[config.mk]
export PLATFORM = sky130hd
export DESIGN_NAME = input_conditioner_flat
export DESIGN_NICKNAME = d
export VERILOG_FILES = /design/src/rtl/input_conditioner_if.sv /design/src/rtl/input_conditioner.sv /design/src/flat_wrapper.sv
export SDC_FILE = /design/constraint.sdc
export NUM_CORES = 1
export LEC_CHECK = 0
export CORE_UTILIZATION = 50
export DETAILED_ROUTE_END_ITERATION = 16
export GPL_ROUTABILITY_DRIVEN = 0
export GPL_TIMING_DRIVEN = 0
export PLACE_DENSITY_LB_ADDON = 0.15
export RECOVER_POWER = 100
export SYNTH_ARGS = -nofsm -noshare
export SYNTH_HDL_FRONTEND = slang
export SYNTH_SLANG_ARGS = --single-unit
[constraint.sdc]
create_clock -name fastclk -period 2.2 [get_ports fastclk]
set_input_delay 0.22 -clock fastclk [delete_from_list [all_inputs] [get_ports fastclk]]
set_output_delay 0.22 -clock fastclk [all_outputs]
set_load 0.01 [all_outputs]
[src/rtl/input_conditioner_if.sv]
// rtl/input_conditioner_if.sv - board-side button/switch inputs and conditioned CPU-side outputs
interface input_conditioner_if;
   logic       ready_btn;
   logic [7:0] sw_in;
   logic       ready_out;
   logic [7:0] data_out;
   logic       busy;
`ifdef INPUT_COND_PRESS_COUNT_EN
   logic [7:0] press_count;

   modport master (output ready_btn, sw_in, input ready_out, data_out, busy, press_count);
   modport slave  (input ready_btn, sw_in, output ready_out, data_out, busy, press_count);
`else
   modport master (output ready_btn, sw_in, input ready_out, data_out, busy);
   modport slave  (input ready_btn, sw_in, output ready_out, data_out, busy);
`endif
endinterface

[src/rtl/input_conditioner.sv]
// rtl/input_conditioner.sv - synchronise + debounce ReadyIn, capture switches, stretch ready pulse
// Optional press counter output enabled by INPUT_COND_PRESS_COUNT_EN.
module input_conditioner #(
   parameter int SYNC_STAGES   = 2,
   parameter int DEBOUNCE_BITS = 20,
   parameter int HOLD_BITS     = 26
) (
   input logic                fastclk,
   input logic                n_reset,
   input_conditioner_if.slave io
);

   typedef enum logic [1:0] {S_IDLE, S_HOLD, S_WAIT_RELEASE} state_t;

   logic [SYNC_STAGES-1:0]      r_btn_sync;
   logic [SYNC_STAGES-1:0][7:0] r_sw_sync;
   logic [DEBOUNCE_BITS-1:0]    r_db_cnt;
   logic                        r_btn_db;
   logic                        r_btn_db_d;
   logic [HOLD_BITS-1:0]        r_hold_cnt;
   state_t                      r_state;
   logic                        r_busy;
   logic                        r_ready_out;
   logic [7:0]                  r_data_out;
   logic                        w_btn_s;
   logic [7:0]                  w_sw_s;
   logic                        w_press;

   assign w_btn_s = r_btn_sync[SYNC_STAGES-1];
   assign w_sw_s  = r_sw_sync[SYNC_STAGES-1];
   assign w_press = r_btn_db & ~r_btn_db_d;

   always_ff @(posedge fastclk or negedge n_reset) begin
      if (!n_reset) begin
         r_btn_sync <= '0;
         r_sw_sync  <= '0;
      end else begin
         r_btn_sync <= {r_btn_sync[SYNC_STAGES-2:0], io.ready_btn};
         r_sw_sync  <= {r_sw_sync[SYNC_STAGES-2:0], io.sw_in};
      end
   end

   // Any return to the debounced level before the count saturates restarts it.
   always_ff @(posedge fastclk or negedge n_reset) begin
      if (!n_reset) begin
         r_db_cnt   <= '0;
         r_btn_db   <= 1'b0;
         r_btn_db_d <= 1'b0;
      end else begin
         r_btn_db_d <= r_btn_db;
         if (w_btn_s == r_btn_db) begin
            r_db_cnt <= '0;
         end else if (r_db_cnt == '1) begin
            r_btn_db <= w_btn_s;
            r_db_cnt <= '0;
         end else begin
            r_db_cnt <= r_db_cnt + {{(DEBOUNCE_BITS-1){1'b0}}, 1'b1};
         end
      end
   end

   always_ff @(posedge fastclk or negedge n_reset) begin
      if (!n_reset) begin
         r_state     <= S_IDLE;
         r_busy      <= 1'b0;
         r_ready_out <= 1'b0;
         r_data_out  <= 8'h00;
         r_hold_cnt  <= '0;
      end else begin
         case (r_state)
            S_IDLE: begin
               if (w_press) begin
                  r_data_out  <= w_sw_s;
                  r_ready_out <= 1'b1;
                  r_hold_cnt  <= '0;
                  r_state     <= S_HOLD;
                  r_busy      <= 1'b1;
               end
            end
            S_HOLD: begin
               if (r_hold_cnt == '1) begin
                  r_ready_out <= 1'b0;
                  r_hold_cnt  <= '0;
                  if (r_btn_db) begin
                     r_state <= S_WAIT_RELEASE;
                     r_busy  <= 1'b1;
                  end else begin
                     r_state <= S_IDLE;
                     r_busy  <= 1'b0;
                  end
               end else begin
                  r_hold_cnt <= r_hold_cnt + {{(HOLD_BITS-1){1'b0}}, 1'b1};
               end
            end
            S_WAIT_RELEASE: begin
               if (!r_btn_db) begin
                  r_state <= S_IDLE;
                  r_busy  <= 1'b0;
               end
            end
            default: begin
               r_state     <= S_IDLE;
               r_busy      <= 1'b0;
               r_ready_out <= 1'b0;
            end
         endcase
      end
   end

   assign io.ready_out = r_ready_out;
   assign io.data_out  = r_data_out;
   assign io.busy      = r_busy;

`ifdef INPUT_COND_PRESS_COUNT_EN
   logic [7:0] r_press_count;

   always_ff @(posedge fastclk or negedge n_reset) begin
      if (!n_reset) begin
         r_press_count <= 8'h00;
      end else if (r_state == S_IDLE && w_press) begin
         r_press_count <= r_press_count + 8'd1;
      end
   end

   assign io.press_count = r_press_count;
`endif

endmodule

[src/flat_wrapper.sv]
// flat-port wrapper written by rule: the top's interface ports become plain ports
module input_conditioner_flat 
#(
   parameter int SYNC_STAGES   = 2,
   parameter int DEBOUNCE_BITS = 20,
   parameter int HOLD_BITS     = 26
)
  (fastclk, n_reset, io_ready_btn, io_sw_in, io_ready_out, io_data_out, io_busy);
  input_conditioner_if io_i ();
  input logic fastclk;
  input logic n_reset;
  input wire logic [$bits(io_i.ready_btn)-1:0] io_ready_btn;
  input wire logic [$bits(io_i.sw_in)-1:0] io_sw_in;
  output wire logic [$bits(io_i.ready_out)-1:0] io_ready_out;
  output wire logic [$bits(io_i.data_out)-1:0] io_data_out;
  output wire logic [$bits(io_i.busy)-1:0] io_busy;
  assign io_i.ready_btn = io_ready_btn;
  assign io_i.sw_in = io_sw_in;
  assign io_ready_out = io_i.ready_out;
  assign io_data_out = io_i.data_out;
  assign io_busy = io_i.busy;
  input_conditioner #(.SYNC_STAGES(SYNC_STAGES), .DEBOUNCE_BITS(DEBOUNCE_BITS), .HOLD_BITS(HOLD_BITS)) u_core (.fastclk(fastclk), .n_reset(n_reset), .io(io_i));
endmodule
==> impl_metrics.env <==
export IMPL_status="complete, no violations"
export IMPL_fmax_mhz=484.5
export IMPL_core_mm2=0.006495
export IMPL_yosys_top_cells_area="dfrtp_1 (57%), xnor2_1 (6.6%), nor2_1 (6.0%)"
export IMPL_synth_cells=311
export IMPL_post_synth_cell_area_avg_um2=11.04
export IMPL_tightest_slew_ns=0.8758
export IMPL_async_flop_share_pct=100.0
export IMPL_htree_levels=3
export IMPL_post_cts_buffers=0
export IMPL_setup_viol=0
export IMPL_synth_edf_count=0
export IMPL_n_antenna_cell=0
export IMPL_p_total_w=0.002655
export IMPL_ys_seq_area_share_pct=56.85
export IMPL_cp_required_ns=2.44
export IMPL_ioPinCount=21
export IMPL_cp_start_kind="flip-flop"
export IMPL_drive_above_1_share_pct=14.04
export IMPL_routed_wl_um=6111
export IMPL_grt_start_max_net_pins=43
export IMPL_syn_cell_area_mm2=0.003433
export IMPL_arrival_ns=2.31
export IMPL_synth_seq_cells=78
export IMPL_start_util_pct=52.86
export IMPL_peakVddDrop_mv=0.4831
export IMPL_yosys_area_top_type="dfrtp_1"
export IMPL_grt_util_all_layers_pct=19.36
export IMPL_ctsLongestPathBuffers=2
export IMPL_cp_end_kind="flip-flop"
export IMPL_slowest_stage="or4_4"
export IMPL_critical_path_class="flip-flop to flip-flop"
export IMPL_synthDistinctLibCells=39
export IMPL_hold_viol=0
export IMPL_die_x_um=84.87
export IMPL_cts_made_buffers=9
export IMPL_synthFlopType="dfrtp_1"
export IMPL_fin_crit_sh_pct=93.81
export IMPL_mostFrequentLayoutCells="dfrtp_1 (78), nor2_1 (55), xnor2_1 (26), nand2_1 (20), dlygate4sd3_1 (20)"
export IMPL_rows=29
export IMPL_syn_num_nets=324
export IMPL_hpwl_um=4154
export IMPL_fin_util_pct=60.97
export IMPL_synth_top_area_share_pct=56.85
export IMPL_drc_errors=0
export IMPL_yosys_warnings=0
export IMPL_final_common_cell="dfrtp_1"
export IMPL_avgViaCountPerCell=5.385
export IMPL_dr_pass1_iters=4
export IMPL_cap_violations=0
export IMPL_rsz0062_at_grt="no"
export IMPL_cts_tree="yes"
export IMPL_grt_ovfl_total=0
export IMPL_grt_pass1_vias=2230
export IMPL_wl_per_cell_um=14.35
export IMPL_clockRootBuffer="clkbuf_8"
export IMPL_die_h_um=84.87
export IMPL_crit_path_max_fanout=10
export IMPL_clock_latency_ns=0.35
export IMPL_cts_sinks=78
export IMPL_p_leak_nw=1.800
export IMPL_vias=2294
export IMPL_clk_pin_slew_worst_paths_ns=0.09
export IMPL_die_area_mm2=0.007202
export IMPL_drtAntennaViolNets=0
export IMPL_crit_path_max_incr_delay_ns=0.57
export IMPL_p_per_area_mw_per_mm2=670.5
export IMPL_area_growth_pct=15.34
export IMPL_slew_headroom_pct=41.61
export IMPL_fin_skew_ns=0.005725
export IMPL_period_minus_slack_ns=2.064
export IMPL_layout_nets=357
export IMPL_hold_class="flip-flop to flip-flop"
export IMPL_antenna_found_initial=0
export IMPL_grt_pass1_wl_um=10630
export IMPL_worstPathCellList="ha_1, and3_1, buf_4, nand3_4, or4_4, nand2b_4, buf_6, nor2_1"
export IMPL_drv_slew=0
export IMPL_port_buffers=20
export IMPL_initialDrtViolationCount=69
==> repair_timing <==
| action | 4_1_cts | 5_1_grt |
|---|---|---|
| hold buffers | 1 | 0 |
| setup endpoints to repair | 0 | 17 |
| gates resized for setup | 0 | 2 |
| endpoints found under the hold margin | 36 | 0 |
==> path summary, 6_finish.rpt <==
kind                                      startpoint               endpoint  slack [ns]  depth (start not counted)
worst min-delay path             u_core.r_sw_sync[0]       u_core.w_sw_s[0]        0.35                          0
worst max register to register  u_core.r_hold_cnt[0]  u_core.r_hold_cnt[13]        0.14                          8
min in group asynchronous                    n_reset  u_core.r_hold_cnt[24]        0.51                          2
worst min register to register   u_core.r_sw_sync[0]       u_core.w_sw_s[0]        0.35                          0
max in group asynchronous                    n_reset    u_core.r_db_cnt[11]        0.50                          3
worst max-delay path            u_core.r_hold_cnt[0]  u_core.r_hold_cnt[13]        0.14                          8
==> stage by stage <==
step,worst slack (ns),setup TNS [ns],hold WS (ns),instance area [µm²],std cells
floorplan,0.3473,0,-0.07559,3433,311
global placement,-1.840,-143.34,0.3323,3730,408
detailed placement,0.1012,0,0.2113,3747,409
CTS,0.06835,0,0.2788,3966,426
global route,0.03157,0,0.3587,3960,426
finish,0.1361,0,0.3533,3960,426
==> critical path: cells and delay by family, from the launching register on <==
family / cells / cell delay (ns)
adders and majority gates: 1 / 0.21
and+or+nand+nor: 5 / 1.01
DFF: 1 / 0.43
buffers and inverters: 2 / 0.31
==> power breakdown <==
group | switching, W | internal (W)
logic | 0.0000392 | 0.0000203
clock network | 0.000582 | 0.000552
registers | 0.00000834 | 0.00145
==> registers in the layout (all words and copies together), names as in the netlist <==
name,count
u_core.r_hold_cnt,26
u_core.r_db_cnt,20
u_core.io.data_out,8
u_core.r_sw_sync,8
u_core.w_sw_s,8
u_core.r_btn_sync,2
u_core.r_state,2
u_core.io.busy,1
u_core.io.ready_out,1
u_core.r_btn_db,1
u_core.r_btn_db_d,1
==> final cells by class <==
type / count / area [µm²]
plain buffers: 13 / 83.83
fillers: 533 / 2535
flip-flops and latches: 78 / 1952
inverters: 8 / 30.03
multi-input cells: 212 / 1376
repair buffers: 22 / 212.7
clock inverters: 7 / 85.08
clock buffers: 9 / 123.9
well taps: 77 / 96.34
==> cell families after synthesis <==
logic type / count (synthesis) / share of synthesized area (%)
flip-flops: 78 / 56.85
AND/OR/NAND/NOR: 144 / 22.12
multiplexers: 10 / 3.244
XOR/XNOR: 40 / 10.20
AO/OA/AOI/OAI: 16 / 3.535
adder cells (fa/ha/maj): 2 / 0.7287
buffers and inverters: 21 / 3.316
==> synthesized netlist by cell type, types with 2 or more instances <==
library cell and instances:
a21oi_1 5, and3_1 5, and4_1 5, buf_2 7, buf_4 3, buf_6 2
dfrtp_1 78, ha_1 2, inv_1 7, mux2_2 9, nand2_1 20, nand2b_1 5
nand3_1 11, nand4_1 15, nor2_1 55, nor2b_1 2, nor3_1 6, nor4_1 11
o21ai_0 4, o22ai_1 2, xnor2_1 26, xor2_1 14
==> layer usage <==
layer / wire, µm / global-route usage (%) / part of all wire (%)
met4: 89 / 7.858 / 1.5
met3: 174 / 5.642 / 2.8
met5: 0 / 0 / 0
met2: 2938 / 30.82 / 48
met1: 2908 / 25.11 / 48
(Power assumes the default switching activity.)
